File: src/rtl/ps2_mouse_init_seq.sv
// ps2_mouse_init_seq: brings a PS/2 mouse from power-up to streaming mode
// (reset/BAT/ID, set sample rate, enable reporting), with resend handling,
// timeouts and bounded sequence retries, then forwards stream bytes.
//
// state    | meaning
// ---------+---------------------------------------------------------------
// PWR_WAIT | idle after reset for PWR_CYC cycles before the first command
// SEND     | one-cycle tx_req pulse with tx_payload selected by step
// WAIT_TX  | waiting for the transmit engine to report ack or error
// WAIT_RSP | collecting the response bytes of the current command
// STREAM   | init complete, received bytes forwarded to packet processing
// FAIL     | retries exhausted, waits for restart or reset
module ps2_mouse_init_seq #(
    parameter logic [7:0]  SAMPLE_RATE = 8'd100,
    parameter logic [31:0] PWR_CYC     = 32'd25_000_000,
    parameter logic [31:0] TIMEOUT_CYC = 32'd50_000_000,
    parameter int unsigned MAX_RETRY   = 3
) (
    input  logic       clk,
    input  logic       rstn,
    input  logic       restart,
    output logic       tx_req,
    output logic [7:0] tx_payload,
    input  logic       tx_valid,
    input  logic       tx_error,
    input  logic       rx_valid,
    input  logic [7:0] rx_payload,
    output logic       stream_en,
    output logic       pkt_vld,
    output logic [7:0] pkt_byte,
    output logic       init_done,
    output logic       init_fail,
    output logic [2:0] retry_cnt,
    output logic [2:0] state_o
);

    typedef enum logic [2:0] {
        S_PWR_WAIT = 3'd0,
        S_SEND     = 3'd1,
        S_WAIT_TX  = 3'd2,
        S_WAIT_RSP = 3'd3,
        S_STREAM   = 3'd4,
        S_FAIL     = 3'd5
    } state_t;

    localparam logic [2:0] MAX_R = 3'(MAX_RETRY);

    state_t      state_q, state_d;
    logic [1:0]  step_q, step_d;
    logic [1:0]  rsp_idx_q, rsp_idx_d;
    logic [2:0]  retry_q, retry_d;
    logic [2:0]  resend_q, resend_d;
    logic [31:0] cnt_q, cnt_d;
    logic [7:0]  payload_q, payload_d;
    logic        init_done_q, init_done_d;
    logic        pkt_vld_q, pkt_vld_d;
    logic [7:0]  pkt_byte_q, pkt_byte_d;

    logic        timeout;
    logic        retry_ev;
    logic        cnt_clr;
    logic [7:0]  rsp_exp;
    logic        rsp_last;

    function automatic logic [7:0] cmd_of(input logic [1:0] s);
        case (s)
            2'd0:    cmd_of = 8'hFF;
            2'd1:    cmd_of = 8'hF3;
            2'd2:    cmd_of = SAMPLE_RATE;
            default: cmd_of = 8'hF4;
        endcase
    endfunction

    // Sequencing: next state, step/response tracking, retries and cycle counter
    always_comb begin
        state_d     = state_q;
        step_d      = step_q;
        rsp_idx_d   = rsp_idx_q;
        retry_d     = retry_q;
        resend_d    = resend_q;
        init_done_d = init_done_q;
        payload_d   = payload_q;
        cnt_d       = cnt_q;
        cnt_clr     = 1'b0;
        retry_ev    = 1'b0;
        timeout     = (cnt_q == TIMEOUT_CYC - 32'd1);
        rsp_exp     = (rsp_idx_q == 2'd0) ? 8'hFA :
                      (rsp_idx_q == 2'd1) ? 8'hAA : 8'h00;
        // only the reset command has BAT and ID bytes after the ack
        rsp_last    = (step_q == 2'd0) ? (rsp_idx_q == 2'd2) : 1'b1;

        case (state_q)
            S_PWR_WAIT: begin
                if (cnt_q == PWR_CYC - 32'd1) state_d = S_SEND;
            end
            S_SEND: begin
                state_d = S_WAIT_TX;
            end
            S_WAIT_TX: begin
                if (tx_error) begin
                    retry_ev = 1'b1;
                end else if (tx_valid) begin
                    state_d   = S_WAIT_RSP;
                    rsp_idx_d = 2'd0;
                end else if (timeout) begin
                    retry_ev = 1'b1;
                end
            end
            S_WAIT_RSP: begin
                if (rx_valid) begin
                    if (rx_payload == rsp_exp) begin
                        resend_d = 3'd0;
                        if (rsp_last) begin
                            if (step_q == 2'd3) begin
                                state_d = S_STREAM;
                            end else begin
                                step_d  = step_q + 2'd1;
                                state_d = S_SEND;
                            end
                        end else begin
                            rsp_idx_d = rsp_idx_q + 2'd1;
                            cnt_clr   = 1'b1;
                        end
                    end else if (rx_payload == 8'hFE) begin
                        // the fourth consecutive resend request escalates
                        if (resend_q == 3'd3) begin
                            retry_ev = 1'b1;
                        end else begin
                            resend_d = resend_q + 3'd1;
                            state_d  = S_SEND;
                        end
                    end else begin
                        retry_ev = 1'b1;
                    end
                end else if (timeout) begin
                    retry_ev = 1'b1;
                end
            end
            default: ;
        endcase

        if (retry_ev) begin
            resend_d  = 3'd0;
            rsp_idx_d = 2'd0;
            if (retry_q == MAX_R) begin
                state_d = S_FAIL;
            end else begin
                retry_d = retry_q + 3'd1;
                step_d  = 2'd0;
                state_d = S_SEND;
            end
        end

        if (state_d == S_STREAM) init_done_d = 1'b1;

        if (restart) begin
            state_d     = S_SEND;
            step_d      = 2'd0;
            retry_d     = 3'd0;
            resend_d    = 3'd0;
            rsp_idx_d   = 2'd0;
            init_done_d = 1'b0;
        end

        // payload is latched on the way into SEND and held until the next SEND
        if (state_d == S_SEND) payload_d = cmd_of(step_d);

        if ((state_d != state_q) || cnt_clr) begin
            cnt_d = 32'd0;
        end else if (state_q inside {S_PWR_WAIT, S_WAIT_TX, S_WAIT_RSP}) begin
            cnt_d = cnt_q + 32'd1;
        end
    end

    // Stream forwarding: bytes arriving while already in STREAM, one cycle later
    always_comb begin
        pkt_vld_d  = rx_valid & (state_q == S_STREAM);
        pkt_byte_d = pkt_vld_d ? rx_payload : pkt_byte_q;
    end

    // State and datapath registers
    always_ff @(posedge clk or negedge rstn) begin
        if (!rstn) begin
            state_q     <= S_PWR_WAIT;
            step_q      <= 2'd0;
            rsp_idx_q   <= 2'd0;
            retry_q     <= 3'd0;
            resend_q    <= 3'd0;
            cnt_q       <= 32'd0;
            payload_q   <= 8'd0;
            init_done_q <= 1'b0;
            pkt_vld_q   <= 1'b0;
            pkt_byte_q  <= 8'd0;
        end else begin
            state_q     <= state_d;
            step_q      <= step_d;
            rsp_idx_q   <= rsp_idx_d;
            retry_q     <= retry_d;
            resend_q    <= resend_d;
            cnt_q       <= cnt_d;
            payload_q   <= payload_d;
            init_done_q <= init_done_d;
            pkt_vld_q   <= pkt_vld_d;
            pkt_byte_q  <= pkt_byte_d;
        end
    end

    assign tx_req     = (state_q == S_SEND);
    assign tx_payload = payload_q;
    assign stream_en  = (state_q == S_STREAM);
    assign init_fail  = (state_q == S_FAIL);
    assign pkt_vld    = pkt_vld_q;
    assign pkt_byte   = pkt_byte_q;
    assign init_done  = init_done_q;
    assign retry_cnt  = retry_q;
    assign state_o    = state_q;

endmodule

File: config.mk
export PLATFORM = sky130hd
export DESIGN_NAME = ps2_mouse_init_seq
export DESIGN_NICKNAME = d
export VERILOG_FILES = /design/src/rtl/ps2_mouse_init_seq.sv
export SDC_FILE = /design/constraint.sdc
export NUM_CORES = 1
export LEC_CHECK = 0
export BUFFER_PORTS_ARGS = -buffer_cell sky130_fd_sc_hd__buf_4
export CAP_MARGIN = 30
export CORE_UTILIZATION = 33
export DETAILED_ROUTE_END_ITERATION = 8
export PLACE_DENSITY = 0.59
export SKIP_CTS_REPAIR_TIMING = 1
export SYNTH_ARGS = -nofsm -noshare
export SYNTH_HDL_FRONTEND = slang
export SYNTH_SLANG_ARGS = --single-unit
File: constraint.sdc
create_clock -name clk -period 3.3 [get_ports clk]
set_input_delay 0 -clock clk [delete_from_list [all_inputs] [get_ports clk]]
set_output_delay 0 -clock clk [all_outputs]
set_load 0.01 [all_outputs]
==> flow_summary.yaml <==
run_status:
  status: "finished, final reports clean"
routing:
  antenna_left: 0
  wirelength_mm: 7.48
  avgViaCountPerCell: 4.93
  first_pass_iters: 4
  drt_drc_violations_left: 0
  routedWlPerCell_um: 14.0
  drt_iter0_markers: 87
  via_count: 2629
synth:
  synth.most_common_cell: "dfrtp_1"
  synth_common_cells: "dfrtp_1 (60), nor2_2 (31), nor2_1 (26)"
  synth_edf_count: 0
  synthTopCellsByArea: "dfrtp_1 (44%), nor2_2 (5.7%), xor2_1 (4.3%), xnor2_1 (3.8%), mux2_2 (3.0%)"
  yosysSeqAreaShare: 0.438
  synth_flop_cell: "dfrtp_1"
  yosysTopAreaCellShare: 0.438
  syn_nets: 361
  syn_inst: 339
  ys_ff_latch: 60
  synth_top_area_cell: "dfrtp_1"
  ys_warn_count: 0
  netlist_area_sq_um: 3430
  ys_types: 59
  async_flop_share: 1.00
  synth.avg_cell_area_sq_um: 10.1
sta:
  rsz0062_at_grt: "false"
  slew_viol_final: 0
  tightest_slew_ns: 0.772
  finalWorstSetupSlack_ns: 0.304
  slew_headroom: 0.485
  finalHoldViolCount: 0
  fin_crit_ns: 3.00
  period_share: 0.908
  setup_tns_ns: 0
  fmax_ghz: 0.334
  fin_worst_skew_ns: 0.0102
  finalSetupViolCount: 0
job:
  drv_cap: 0
worst_setup_path:
  critical_path_class: "reg2reg"
  critPathLaunchType: "flop"
  r2r_start: "rsp_idx_q[0]"
  cp_data_arrival_time_ns: 3.22
  critPathLaunch: "rsp_idx_q[0]"
  cp_max_fo: 6
  crit_required_ns: 3.52
  cp-end-kind: "flop"
floorplanning:
  rows: 36
  die-height_um: 104
  start_util: 0.346
  ios: 41
  core_area_sq_um: 9910
  die_area_sq_um: 10800
  die_w_um: 104
finish:
  area_growth_pct: 20.9
  layout-drive-gt1-share: 0.300
  fin_nets: 417
  fill_cells: 989
  antennaDiodeCount: 0
  finish.utilization: 0.418
power_and_ir_drop:
  power_frac_seq: 0.354
  p_leak_uw: 0.00168
  power.density_nw_per_um2: 607
  vdd_drop_max_uv: 379
  p_switching_uw: 918
  swShare: 0.365
  power.total_uw: 2520
  power.internal_uw: 1600
  clkPwrFrac: 0.270
  p_comb_frac: 0.376
clock_network:
  clk_pin_slew_worst_paths_ns: 0.07
  htree_levels: 3
  clock_sinks: 60
  clock_path_buffers: 2
  cts-root-buf: "clkbuf_8"
  cts_tree: "yes"
  numCtsBuffers: 9
  clk_latency_ns: 0.34
global_routing:
  antenna_found_initial: 0
  grt_first_pass_wirelength_mm: 12.8
  grt_usage: 0.146
  grt_pass1_vias: 2595
  grt_overflow_total: 0
  grt_max_degree: 61
place:
  place_congestion: 0.800
  hpwl_mm: 5.33
  dp_slack_ns: 0.181
  port_buffers: 40
hold_path:
  min_from: "rx_valid"
  min_path_type: "in2reg"
## critical path, stage by stage, from the launching register on
cell and delay (ns):
dfrtp_1 0.38, inv_1 0.07, ha_1 0.26, or4_4 0.56, a2111o_1 0.45, nor4_4 0.31, o21ai_0 0.14, o211ai_1 0.15
o211ai_1 0.24, or2_2 0.33
## logic make-up (layout without fill, tap and decap cells)
logic type / Yosys count / count (layout) / share of synthesized area
AO/OA/AOI/OAI: 44 / 44 / 0.0927
flip-flops: 60 / 60 / 0.438
multiplexers: 10 / 10 / 0.0325
adder cells (fa/ha/maj): 8 / 8 / 0.0292
AND/OR/NAND/NOR: 160 / 160 / 0.274
XOR/XNOR: 33 / 33 / 0.0865
buffers and inverters: 24 / 85 / 0.0474
## power groups by stage
stage | Sequential, uW | Combinational (uW) | Clock [uW]
6_report | 890 | 947 | 679
5_1_grt | 900 | 1040 | 730
4_1_cts | 891 | 937 | 702
3_5_place_dp | 905 | 934 | 0
3_3_place_gp | 900 | 922 | 0
2_1_floorplan | 941 | 630 | 0
## state kept, by name, summed over array words and instances (netlist names)
| register | count |
|---|---|
| rsp_idx_q | 2 |
| step_q | 2 |
| state_o | 3 |
| resend_q | 3 |
| pkt_byte | 8 |
| tx_payload | 5 |
| cnt_q | 32 |
| pkt_vld | 1 |
| retry_cnt | 3 |
| init_done | 1 |
## worst paths after layout
kind | endpoint | slack, ns | cells after the start
worst max-delay path | tx_payload[6] | 0.30 | 9
worst min-delay path | pkt_vld | 0.16 | 2
worst max register to register | tx_payload[6] | 0.30 | 9
worst min register to register | tx_payload[6] | 0.51 | 1
max in group asynchronous | cnt_q[14] | 2.49 | 2
min in group asynchronous | pkt_byte[3] | 0.30 | 2
## layout by cell type, fill, tap and decap left out, types with 2 or more instances in the layout
master	Yosys	routed
inv_1	12	12
a31oi_1	2	2
nor4b_1	4	4
nor4_1	4	4
nand4_1	6	6
a211oi_1	4	4
a21o_1	2	2
nor2b_1	3	3
dlygate4sd3_1	0	10
nor3_1	7	7
xor2_1	17	17
nor2_2	31	31
a21oi_1	10	10
mux2_2	9	9
nor4bb_1	2	2
and4_2	2	2
clkbuf_8	2	11
dfrtp_1	60	60
a211oi_2	2	2
o21ai_0	7	7
or3_1	5	5
nor2_1	26	26
nor3b_1	5	5
and2_2	2	2
xnor2_1	15	15
nand2_1	23	23
and3_1	6	6
nand3_1	13	13
nand2b_1	2	2
buf_4	4	46
ha_1	8	8
clkinv_2	0	2
o22a_1	3	3
and2_1	6	6
and4_1	2	2
or3b_2	3	3
o211ai_1	3	3
## metal layers
metal | global-route usage | part of all wire | vias to the layer above
li1 | - | - | 1300
met1 | 0.200 | 0.48 | 1266
met2 | 0.227 | 0.47 | 53
met3 | 0.0313 | 0.031 | 10
met4 | 0.0500 | 0.014 | 0
met5 | 0 | 0 | -
## metrics by stage
stage | hold WS, ns | area [sq um] | std cells
2_1_floorplan | -0.296 | 3430 | 339
4_1_cts | -0.239 | 4030 | 523
3_3_place_gp | 0.125 | 3830 | 507
3_5_place_dp | 0.132 | 3830 | 507
6_report | 0.155 | 4140 | 533
5_1_grt | 0.157 | 4140 | 533
## area by class of cell
class	instances	area, sq um	area share
clock buffer	12	155	0.0374
clock inverter	4	47.5	0.0115
inverter	12	45.0	0.0109
multi-input combinational	255	1770	0.428
sequential	60	1500	0.362
tap	133	166	0.0402
timing repair buffer	57	457	0.110
Note: power is estimated with default switching activity, not from simulation.
